==> config.mk <==
export PLATFORM = sky130hd
export DESIGN_NAME = rv32i_debug_ctrl
export DESIGN_NICKNAME = d
export VERILOG_FILES = /design/src/rtl/rv32i_pkg.sv /design/src/rtl/rv32i_debug_ctrl.sv
export SDC_FILE = /design/constraint.sdc
export NUM_CORES = 1
export LEC_CHECK = 0
export CORE_MARGIN = 2
export CORE_UTILIZATION = 44
export DETAILED_ROUTE_END_ITERATION = 8
export MAX_ROUTING_LAYER = met4
export PLACE_DENSITY = 0.79
export SETUP_SLACK_MARGIN = 0.4
export SYNTH_ARGS = -nofsm -noshare
export SYNTH_HDL_FRONTEND = slang
export SYNTH_SLANG_ARGS = --single-unit
==> constraint.sdc <==
create_clock -name clk -period 5.3 [get_ports clk]
set_clock_uncertainty 0.15 [all_clocks]
set_input_delay 1.325 -clock clk [delete_from_list [all_inputs] [get_ports clk]]
set_output_delay 1.325 -clock clk [all_outputs]
set_load 0.01 [all_outputs]
==> src/rtl/rv32i_pkg.sv <==
// Shared RV32I definitions: datapath width, debug
// register map and halt-cause encoding.
package rv32i_pkg;

  localparam int XLEN = 32;

  localparam logic [11:0] DBG_CTRL     = 12'h000;
  localparam logic [11:0] DBG_STATUS   = 12'h004;
  localparam logic [11:0] DBG_PC       = 12'h008;
  localparam logic [11:0] DBG_INSTR    = 12'h00C;
  localparam logic [11:0] DBG_GPR_LO   = 12'h010;
  localparam logic [11:0] DBG_GPR_HI   = 12'h08C;
  localparam logic [11:0] DBG_BP0_ADDR = 12'h100;
  localparam logic [11:0] DBG_BP0_CTRL = 12'h104;
  localparam logic [11:0] DBG_BP1_ADDR = 12'h108;
  localparam logic [11:0] DBG_BP1_CTRL = 12'h10C;

  typedef enum logic [3:0] {
    HALT_NONE       = 4'd0,
    HALT_REQUEST    = 4'd1,
    HALT_BREAKPOINT = 4'd2,
    HALT_STEP       = 4'd3,
    HALT_EBREAK     = 4'd4
  } halt_cause_e;

endpackage

==> src/rtl/rv32i_debug_ctrl.sv <==
// APB debug controller: register map, run/halt/step FSM, 2 PC breakpoints.
// Ports: APB slave (psel..pslverr), core status in, core debug port out.
module rv32i_debug_ctrl
  import rv32i_pkg::*;
(
  input  logic            clk,
  input  logic            rst_n,
  input  logic            psel,
  input  logic            penable,
  input  logic            pwrite,
  input  logic [11:0]     paddr,
  input  logic [XLEN-1:0] pwdata,
  output logic [XLEN-1:0] prdata,
  output logic            pready,
  output logic            pslverr,
  input  logic            core_halted,
  input  logic [XLEN-1:0] core_pc,
  input  logic [XLEN-1:0] core_instr,
  input  logic            core_fetch_valid,
  input  logic            core_ebreak,
  output logic            dbg_halt_req,
  output logic            dbg_resume_req,
  output logic            dbg_step_req,
  output logic            dbg_bp_hit,
  output logic [4:0]      dbg_reg_addr,
  output logic            dbg_reg_we,
  output logic [XLEN-1:0] dbg_reg_wdata,
  input  logic [XLEN-1:0] dbg_reg_rdata,
  output logic            dbg_pc_we,
  output logic [XLEN-1:0] dbg_pc_wdata
);

  typedef enum logic [2:0] {
    S_RUN,
    S_HALT_WAIT,
    S_HALTED,
    S_RESUME_WAIT,
    S_STEP_FALL,
    S_STEP_RISE
  } state_e;

  state_e      state, state_nxt;
  halt_cause_e cause, cause_nxt;
  logic        step_q, step_nxt;
  logic        resume_q, resume_nxt;

  logic [29:0] bp0_addr, bp1_addr;
  logic        bp0_en, bp1_en;

  logic setup, access;
  logic sel_ctrl, sel_status, sel_pc, sel_instr;
  logic sel_gpr, sel_bp0a, sel_bp0c;
  logic sel_bp1a, sel_bp1c, mapped;
  logic run_st, halted_st;
  logic err_wr, ok_wr;
  logic halt_w, resume_w, step_w;
  logic bp_match;
  logic [4:0]      gpr_idx;
  logic [XLEN-1:0] rdata_nxt;

  assign setup  = psel & ~penable;
  assign access = psel & penable;

  assign sel_ctrl   = paddr == DBG_CTRL;
  assign sel_status = paddr == DBG_STATUS;
  assign sel_pc     = paddr == DBG_PC;
  assign sel_instr  = paddr == DBG_INSTR;
  assign sel_bp0a   = paddr == DBG_BP0_ADDR;
  assign sel_bp0c   = paddr == DBG_BP0_CTRL;
  assign sel_bp1a   = paddr == DBG_BP1_ADDR;
  assign sel_bp1c   = paddr == DBG_BP1_CTRL;
  assign sel_gpr    = (paddr >= DBG_GPR_LO) &&
                      (paddr <= DBG_GPR_HI) &&
                      (paddr[1:0] == 2'b00);

  assign mapped = sel_ctrl | sel_status | sel_pc |
                  sel_instr | sel_gpr | sel_bp0a |
                  sel_bp0c | sel_bp1a | sel_bp1c;

  assign run_st    = state == S_RUN;
  assign halted_st = state == S_HALTED;

  // Core state may only be touched while parked.
  assign err_wr = pwrite &
                  (sel_status | sel_instr |
                   ((sel_pc | sel_gpr) & ~halted_st));

  assign pready  = 1'b1;
  assign pslverr = access & (~mapped | err_wr);
  assign ok_wr   = access & pwrite & mapped & ~err_wr;

  assign halt_w   = ok_wr & sel_ctrl & pwdata[0];
  assign resume_w = ok_wr & sel_ctrl & pwdata[1];
  assign step_w   = ok_wr & sel_ctrl & pwdata[2];

  // x1 sits at 0x014, so word index minus 4.
  assign gpr_idx = paddr[6:2] - 5'd4;

  assign dbg_reg_addr  = (psel & sel_gpr) ? gpr_idx : '0;
  assign dbg_reg_we    = ok_wr & sel_gpr & (gpr_idx != 5'd0);
  assign dbg_reg_wdata = dbg_reg_we ? pwdata : '0;
  assign dbg_pc_we     = ok_wr & sel_pc;
  assign dbg_pc_wdata  = dbg_pc_we ? pwdata : '0;

  assign bp_match = core_fetch_valid &
                    ((bp0_en & (bp0_addr == core_pc[31:2])) |
                     (bp1_en & (bp1_addr == core_pc[31:2])));
  assign dbg_bp_hit = run_st & bp_match;

  assign dbg_halt_req   = (state == S_HALT_WAIT) |
                          (state == S_HALTED) |
                          (state == S_STEP_RISE);
  assign dbg_resume_req = resume_q;
  assign dbg_step_req   = step_q;

  always_comb begin
    rdata_nxt = '0;
    unique case (1'b1)
      sel_status: rdata_nxt = {24'b0, cause, 2'b0,
                               run_st, halted_st};
      sel_pc:     rdata_nxt = core_pc;
      sel_instr:  rdata_nxt = core_instr;
      sel_gpr:    rdata_nxt = dbg_reg_rdata;
      sel_bp0a:   rdata_nxt = {bp0_addr, 2'b00};
      sel_bp0c:   rdata_nxt = {31'b0, bp0_en};
      sel_bp1a:   rdata_nxt = {bp1_addr, 2'b00};
      sel_bp1c:   rdata_nxt = {31'b0, bp1_en};
      default:    rdata_nxt = '0;
    endcase
  end

  always_comb begin
    state_nxt  = state;
    cause_nxt  = cause;
    step_nxt   = 1'b0;
    resume_nxt = 1'b0;
    unique case (state)
      S_RUN: begin
        if (core_ebreak | dbg_bp_hit | halt_w) begin
          state_nxt = S_HALT_WAIT;
          if (core_ebreak)     cause_nxt = HALT_EBREAK;
          else if (dbg_bp_hit) cause_nxt = HALT_BREAKPOINT;
          else                 cause_nxt = HALT_REQUEST;
        end
      end
      S_HALT_WAIT: begin
        if (core_halted) state_nxt = S_HALTED;
      end
      S_HALTED: begin
        // Step wins when both bits are written.
        if (step_w) begin
          state_nxt = S_STEP_FALL;
          step_nxt  = 1'b1;
        end else if (resume_w) begin
          state_nxt  = S_RESUME_WAIT;
          resume_nxt = 1'b1;
        end
      end
      S_STEP_FALL: begin
        if (!core_halted) state_nxt = S_STEP_RISE;
      end
      S_STEP_RISE: begin
        if (core_halted) begin
          state_nxt = S_HALTED;
          cause_nxt = HALT_STEP;
        end
      end
      S_RESUME_WAIT: begin
        if (!core_halted) begin
          state_nxt = S_RUN;
          cause_nxt = HALT_NONE;
        end
      end
      default: state_nxt = S_RUN;
    endcase
  end

  always_ff @(posedge clk or negedge rst_n) begin
    if (!rst_n) begin
      state    <= S_RUN;
      cause    <= HALT_NONE;
      step_q   <= 1'b0;
      resume_q <= 1'b0;
    end else begin
      state    <= state_nxt;
      cause    <= cause_nxt;
      step_q   <= step_nxt;
      resume_q <= resume_nxt;
    end
  end

  always_ff @(posedge clk or negedge rst_n) begin
    if (!rst_n) begin
      prdata   <= '0;
      bp0_addr <= '0;
      bp1_addr <= '0;
      bp0_en   <= 1'b0;
      bp1_en   <= 1'b0;
    end else begin
      if (setup & ~pwrite) prdata <= rdata_nxt;
      if (ok_wr & sel_bp0a) bp0_addr <= pwdata[31:2];
      if (ok_wr & sel_bp1a) bp1_addr <= pwdata[31:2];
      if (ok_wr & sel_bp0c) bp0_en   <= pwdata[0];
      if (ok_wr & sel_bp1c) bp1_en   <= pwdata[0];
    end
  end

endmodule

==> metrics.txt, run 1 <==
status=completed; CP max-delay cell=or3b_4; CP endpoint kind=output pin; H-tree levels=3; syn_area_per_cell=around 10 um^2; Post-Route WL=roughly 25,000 um; max incr delay on CP=roughly 0.37 ns; WS Path Type=in2out; flop-to-flop setup slack=~2.6 ns; Post-synth EDFFs=0; Residual DRC=0; dpl hpwl=16,980 um; Synth Cell Area=between 0.006 and 0.007 mm^2; total number of vias=roughly 6,600; core box area=roughly 0.014 mm^2; Worst IR Drop VDD=0.1214 mV; part of the power in the clock network=0.370; final setup fails=0; layout cells sized above 1=0.3457; Req. time, crit path=roughly 3.8 ns; Starting Density=0.4456; Final Hold Viols=0; Cells after Synth=614; Rows=44; most common cell after layout, fill and taps aside=clkdlybuf4s50_1; Multi-input gate area=0.004128 mm^2; clock slew at reported path FFs=roughly 0.070 ns; post-route setup slack=0.1716 ns; nets=between 1,000 and 1,500; routability cong.=roughly 0.92; DRT antenna net count=0; number of global-route vias before repair=slightly below 7,000; Pre-antenna DRT Iters=8; total number of yosys warnings=0; Psw=about 500 uW; die area=roughly 0.016 mm^2; Worst slew margin=0.2229; pre-CTS setup slack=-0.4961 ns; Hold Path Class=reg2reg; CP Launch Type=input port; CP cell instances=buf_6, inv_4, ha_4, or3b_4, o211a_4, a21oi_4, o221ai_4, buf_6, a311oi_4, buf_6, buf_6, buf_8, buf_6, and2_4, buf_6; post-synthesis sequential area ratio=0.3987; RSZ-0062 raised after global routing=yes; Clock Sinks=approximately 100; CTS root buf=clkbuf_16; Tot Pwr=1.928 mW; Setup Total Neg Slack=0 ns; cell taking the most area after synthesis=dfrtp_1; Main synth FF type=dfrtp_1; reg2reg end=bp1_addr[6]$_DFFE_PN0P_; initial antenna violation count=1; worst-path maximum fanout=6; total gr overflow=0; Worst Hold End=prdata[7]$_DFFE_PN0P_; initial DRC count=647; internal cell power=1.418 mW; largest net degree at the start of global routing=65; reg2reg start=state[0]$_DFFE_PN0P_; minimum clock period=approximately 5 ns; Flop pwr share=0.427; worst hold path cell count=1; GRT Util Overall=0.3213; post-synth top area share=0.3987; switching share of total power=0.2645; maxcap violations=0; first-pass GRT wire length=between 30,000 and 40,000 um; synthesized flop and latch total=slightly above 100; CTS buffer count=9; Most common cell on crit path=buf_6; DR vias/cell=5.960; final worst-path cycle share=0.9676; pwr dens=180.5 mW/mm^2; IO Port Bufs=~260; clock latency on the worst-skew pair=between 0.3 and 0.4 ns; crit path launch=paddr[5]; Syn Nets=765; CTS tree=built; CTS max path bufs=2; die width=around 120 um; Fill cells=~960; LEAKAGE=about 5.1 nW; crit path DAT=3.65 ns; Comb power frac=0.203; Fmax=between 150 and 200 MHz; fin. max-slew vios=0; commonest cells after routing, fill and taps aside=clkdlybuf4s50_1 (153), dfrtp_1 (102), mux2_2 (59); Slew @ Worst Pin=about 1.2 ns; FF+latch area=0.002552 mm^2; min-delay src=prdata[7]$_DFFE_PN0P_; Hold Slack=around 0.33 ns; r2r worst-path depth=8; top post-synthesis cells by area=dfrtp_1 (40%), mux2_2 (10%), xnor2_1 (8.3%), and2_1 (6.4%), a222oi_1 (5.3%); height of the die=~120 um; ys async rst share=1.000; synth unique cells=between 50 and 60; WL/cell=about 23 um; io pins=approximately 260; P&R area growth vs syn=66.89%
==> state kept, by name, indices dropped and copies added (netlist names) <==
| name | cells |
|---|---|
| dbg_step_req | 1 |
| bp1_addr | 30 |
| bp0_addr | 30 |
| bp1_en | 1 |
| dbg_resume_req | 1 |
| bp0_en | 1 |
| cause | 3 |
| prdata | 32 |
| state | 3 |
==> cells in the mapped netlist, drive strengths merged (3+ instances only) <==
cell,instances
dfrtp,102
and2,66
mux2,65
xnor2,61
a21oi,35
a222oi,34
a21o,33
a22oi,29
nand4,29
clkbuf,25
buf,17
nand2,17
nor2,16
and3,9
nor4,8
inv,6
nand2b,5
nand3,5
nor2b,4
nor3,4
nor3b,4
a311oi,3
a31oi,3
ha,3
o21ai,3
o221ai,3
==> cell families after synthesis <==
group,share of synthesized area
AND/OR/NAND/NOR,0.1630
multiplexers,0.1159
XOR/XNOR,0.08345
flip-flops,0.3987
buffers and inverters,0.04084
adder cells (fa/ha/maj),0.005863
other,0.0005857
AO/OA/AOI/OAI,0.1917
==> power by group through the flow <==
stage	Combinational, mW	Clock, mW	Sequential [mW]
CTS	0.382	0.718	0.821
detailed placement	0.359	0	0.835
floorplan	0.166	0	0.816
global route	0.420	0.754	0.824
global placement	0.355	0	0.835
finish	0.392	0.714	0.823
==> final cells by class <==
cell class | count | area share
Antenna cell | 2 | 0.0004684
Multi-Input combinational cell | 464 | 0.3863
Inverter | 6 | 0.002342
Clock inverter | 4 | 0.006792
Tap cell | 184 | 0.02155
Clock buffer | 10 | 0.02237
Sequential cell | 102 | 0.2389
Timing Repair Buffer | 331 | 0.3213
==> through the flow <==
stage | util | instance area, um^2 | cells
CTS | 0.7092 | 10190 | 1091
global placement | 0.6439 | 9253 | 1045
finish | 0.7436 | 10690 | 1103
detailed placement | 0.6439 | 9253 | 1045
global route | 0.7435 | 10680 | 1102
floorplan | - | 6402 | 614
==> critical path: cells and delay by family <==
kind / cells / cell delay [ns]
AOI/OAI and AO/OA: 4 / 0.77
adders and majority gates: 1 / 0.13
buffers and inverters: 8 / 0.92
and+or+nand+nor: 2 / 0.50
==> worst max path at each step <==
stage	slack [ns]	endpoint
global placement	-0.44	dbg_reg_wdata[11]
global route	0.11	dbg_reg_wdata[12]
detailed placement	-0.50	dbg_reg_wdata[21]
CTS	0.17	dbg_reg_wdata[12]
floorplan	0.56	dbg_reg_wdata[22]
finish	0.17	dbg_reg_wdata[13]
==> layer usage <==
metal  GRT usage  vias up  wire [um]
met5           -        -          0
met2      0.5574      359      12970
li1            -     2917          -
met4     0.09385        0        535
met1      0.3941     3251       9925
met3     0.04124       47       1777
==> repair_timing <==
item | 4_1_cts | 5_1_grt
hold buffers | 0 | 0
pin swaps | 23 | 8
gates cloned | 5 | 1
buffers inserted | 27 | 9
gates resized for setup | 260 | 176
endpoints found under the setup margin | 73 | 69
(Power assumes the default switching activity.)
==> run 2, diff against run 1 <==
--- a/config.mk
+++ b/config.mk
@@ -5,7 +5,7 @@
 export SDC_FILE = /design/constraint.sdc
 export NUM_CORES = 1
 export LEC_CHECK = 0
-export CORE_MARGIN = 2
+export CORE_MARGIN = 10
 export CORE_UTILIZATION = 44
 export DETAILED_ROUTE_END_ITERATION = 8
 export MAX_ROUTING_LAYER = met4
==> run 2 against run 1 <==
  * Combinational power is essentially flat
  * Highest routed layer unchanged
  * Power fell by 4.6%
  * Critical path depth unchanged
  * Fmax shrank 1.4%
  * Sequential cell count did not move
==> metrics.txt, run 2 (synthesis gave the netlist of run 1 again) <==
CTS buffer count=9; CTS tree=built; post-placement cell area=0.009250 mm^2; Largest register FFs=32; Final Hold Viols=0; Starting Density=0.4456; Multi-input gate area=between 0.004 and 0.005 mm^2; largest net degree at the start of global routing=70; FF+latch area=approximately 0.0026 mm^2; GRT Util Overall=0.2684; core box area=between 0.01 and 0.015 mm^2; part of the power in the clock network=0.339; WS Path Type=in2out; CTS max path bufs=2; cts hold-fix bufs=0; total gr overflow=0; IO Port Bufs=~260; height of the die=between 100 and 150 um; Worst Hold End=prdata[1]$_DFFE_PN0P_; met1 usage=0.3241; worst-path maximum fanout=5; reg2reg end=bp0_addr[18]$_DFFE_PN0P_; GR Util met3=0.04736; status=completed; most common cell after layout, fill and taps aside=clkdlybuf4s50_1; flop-to-flop setup slack=around 2.6 ns; routability cong.=slightly below 1; initial DRC count=561; P&R area growth vs syn=65.10%; crit path DAT=3.72 ns; commonest cells after routing, fill and taps aside=clkdlybuf4s50_1 (157), dfrtp_1 (102), mux2_2 (59); CP endpoint kind=output pin; busiest grt layer=met2; switching share of total power=0.2778; placed cell count=1,048; CTS root buf=clkbuf_16; RSZ-0062 raised after global routing=yes; first-pass GRT wire length=approximately 40,000 um; die width=between 100 and 150 um; fin area=approximately 0.011 mm^2; clock latency on the worst-skew pair=between 0.3 and 0.4 ns; Slew @ Worst Pin=1.214 ns; DR vias/cell=approximately 6; CP max-delay cell=or3b_1; total number of vias=6,608; post-route insts no fill=approximately 1,100; Largest regs=prdata (32), bp0_addr (30), bp1_addr (30); die area=0.01978 mm^2; DRT antenna net count=0; io pins=between 200 and 300; Residual DRC=0; Largest Register=prdata; Worst slew margin=0.1904; Worst IR Drop VDD=about 0.13 mV; pwr dens=around 170 mW/mm^2; clock slew at reported path FFs=approximately 0.060 ns; maxcap violations=0; CP Launch Type=input port; max incr delay on CP=approximately 0.36 ns; H-tree levels=3; Flop pwr share=0.447; reg2reg start=state[0]$_DFFE_PN0P_; internal cell power=1.329 mW; dpl hpwl=~19,000 um; Buf/Inv on CP=8; worst hold path cell count=1; initial antenna violation count=0; Pre-antenna DRT Iters=8; minimum clock period=5.199 ns; Diodes inserted=0; Fill cells=976; nets=between 1,000 and 1,500; Post-Route WL=between 20,000 and 30,000 um; final worst-path cycle share=0.9809; min-delay src=prdata[1]$_DFFE_PN0P_; Psw=between 500 and 600 uW; layout cells sized above 1=0.3100; Comb power frac=0.214; LEAKAGE=5.212 nW; CP cell instances=buf_8, inv_4, ha_4, or3b_1, o211a_1, a21oi_4, o221ai_4, a311oi_4, buf_4, buf_6, buf_8, buf_12, buf_12, and2_4, buf_6; fin. max-slew vios=0; number of global-route vias before repair=approximately 7,200; Hold Path Class=reg2reg; WL/cell=25.09 um; met2 Track Usage GR=0.4498; Rows=44; final setup fails=0; Req. time, crit path=approximately 3.8 ns; Clock Sinks=a little over 100; Fmax=192.3 MHz; Top delay family on crit path=compound AO/OA/AOI/OAI gates; r2r worst-path depth=8
==> run 2: cell count changes in the layout (fill, tap and decap cells not counted), moves of 3 or more <==
| cell | change |
|---|---|
| buf_6 | -14 |
| dlymetal6s2s_1 | +10 |
| and2_1 | +9 |
| and2_4 | -9 |
| buf_2 | -7 |
| xnor2_1 | +7 |
| xnor2_2 | -6 |
| clkdlybuf4s50_1 | +4 |
| clkbuf_1 | +3 |
==> run 2: layout make-up <==
type / instances / share of cell area
clock buffer: 13 / 0.02367
clock inverter: 3 / 0.001894
inverter: 6 / 0.002604
multi-input combinational: 464 / 0.3819
sequential: 102 / 0.2415
tap: 184 / 0.02178
timing repair buffer: 328 / 0.3267
==> run 2: worst max path at each step <==
stage	end	cells after the start	start	slack (ns)
global route	dbg_reg_wdata[12]	15	paddr[4]	0.04
global placement	dbg_reg_wdata[9]	11	paddr[4]	-0.37
finish	dbg_reg_wdata[20]	15	paddr[4]	0.10
CTS	dbg_pc_wdata[23]	12	paddr[5]	0.1
detailed placement	dbg_reg_wdata[6]	11	paddr[5]	-0.45
floorplan	dbg_reg_wdata[22]	9	paddr[5]	0.56
==> run 2: layer usage <==
metal  vias to the layer above  routed length [um]
met5                         -                   0
met4                         0                 583
met2                       356               13810
met3                        48                1852
li1                       2909                   -
met1                      3295               11360
==> run 2: worst reg2reg max path: stages, from the launching register on <==
cell      delay, ns
dfrtp_1        0.52
nor2_1         0.18
nand2_1        0.17
o21ai_0        0.29
buf_4          0.16
o221ai_2       0.14
nor2b_2        0.14
buf_4          0.43
mux2_2         0.43
==> run 2: what timing repair did <==
item	in CTS	in global routing
pin swaps	26	8
resized for setup	265	103
gates cloned	6	2
setup buffers	20	8
setup endpoints to repair	73	72
==> run 2: power by group through the flow <==
stage	Sequential, mW	Clock (mW)	Combinational (mW)
floorplan	0.816	0	0.166
global placement	0.833	0	0.354
detailed placement	0.835	0	0.365
CTS	0.821	0.625	0.385
global route	0.824	0.661	0.420
finish	0.822	0.624	0.394
==> run 2: through the flow <==
stage | total power, mW | hold slack (ns) | setup TNS, ns | setup slack [ns] | util
6_report | 1.840 | 0.3299 | 0 | 0.1011 | 0.7356
5_1_grt | 1.905 | 0.3367 | 0 | 0.04433 | 0.7356
2_1_floorplan | 0.9823 | 0.3314 | 0 | 0.5552 | -
3_5_place_dp | 1.200 | 0.3155 | -22.39 | -0.4453 | 0.6438
4_1_cts | 1.830 | 0.3298 | 0 | 0.09586 | 0.7066
3_3_place_gp | 1.187 | 0.3086 | -17.21 | -0.3670 | 0.6438
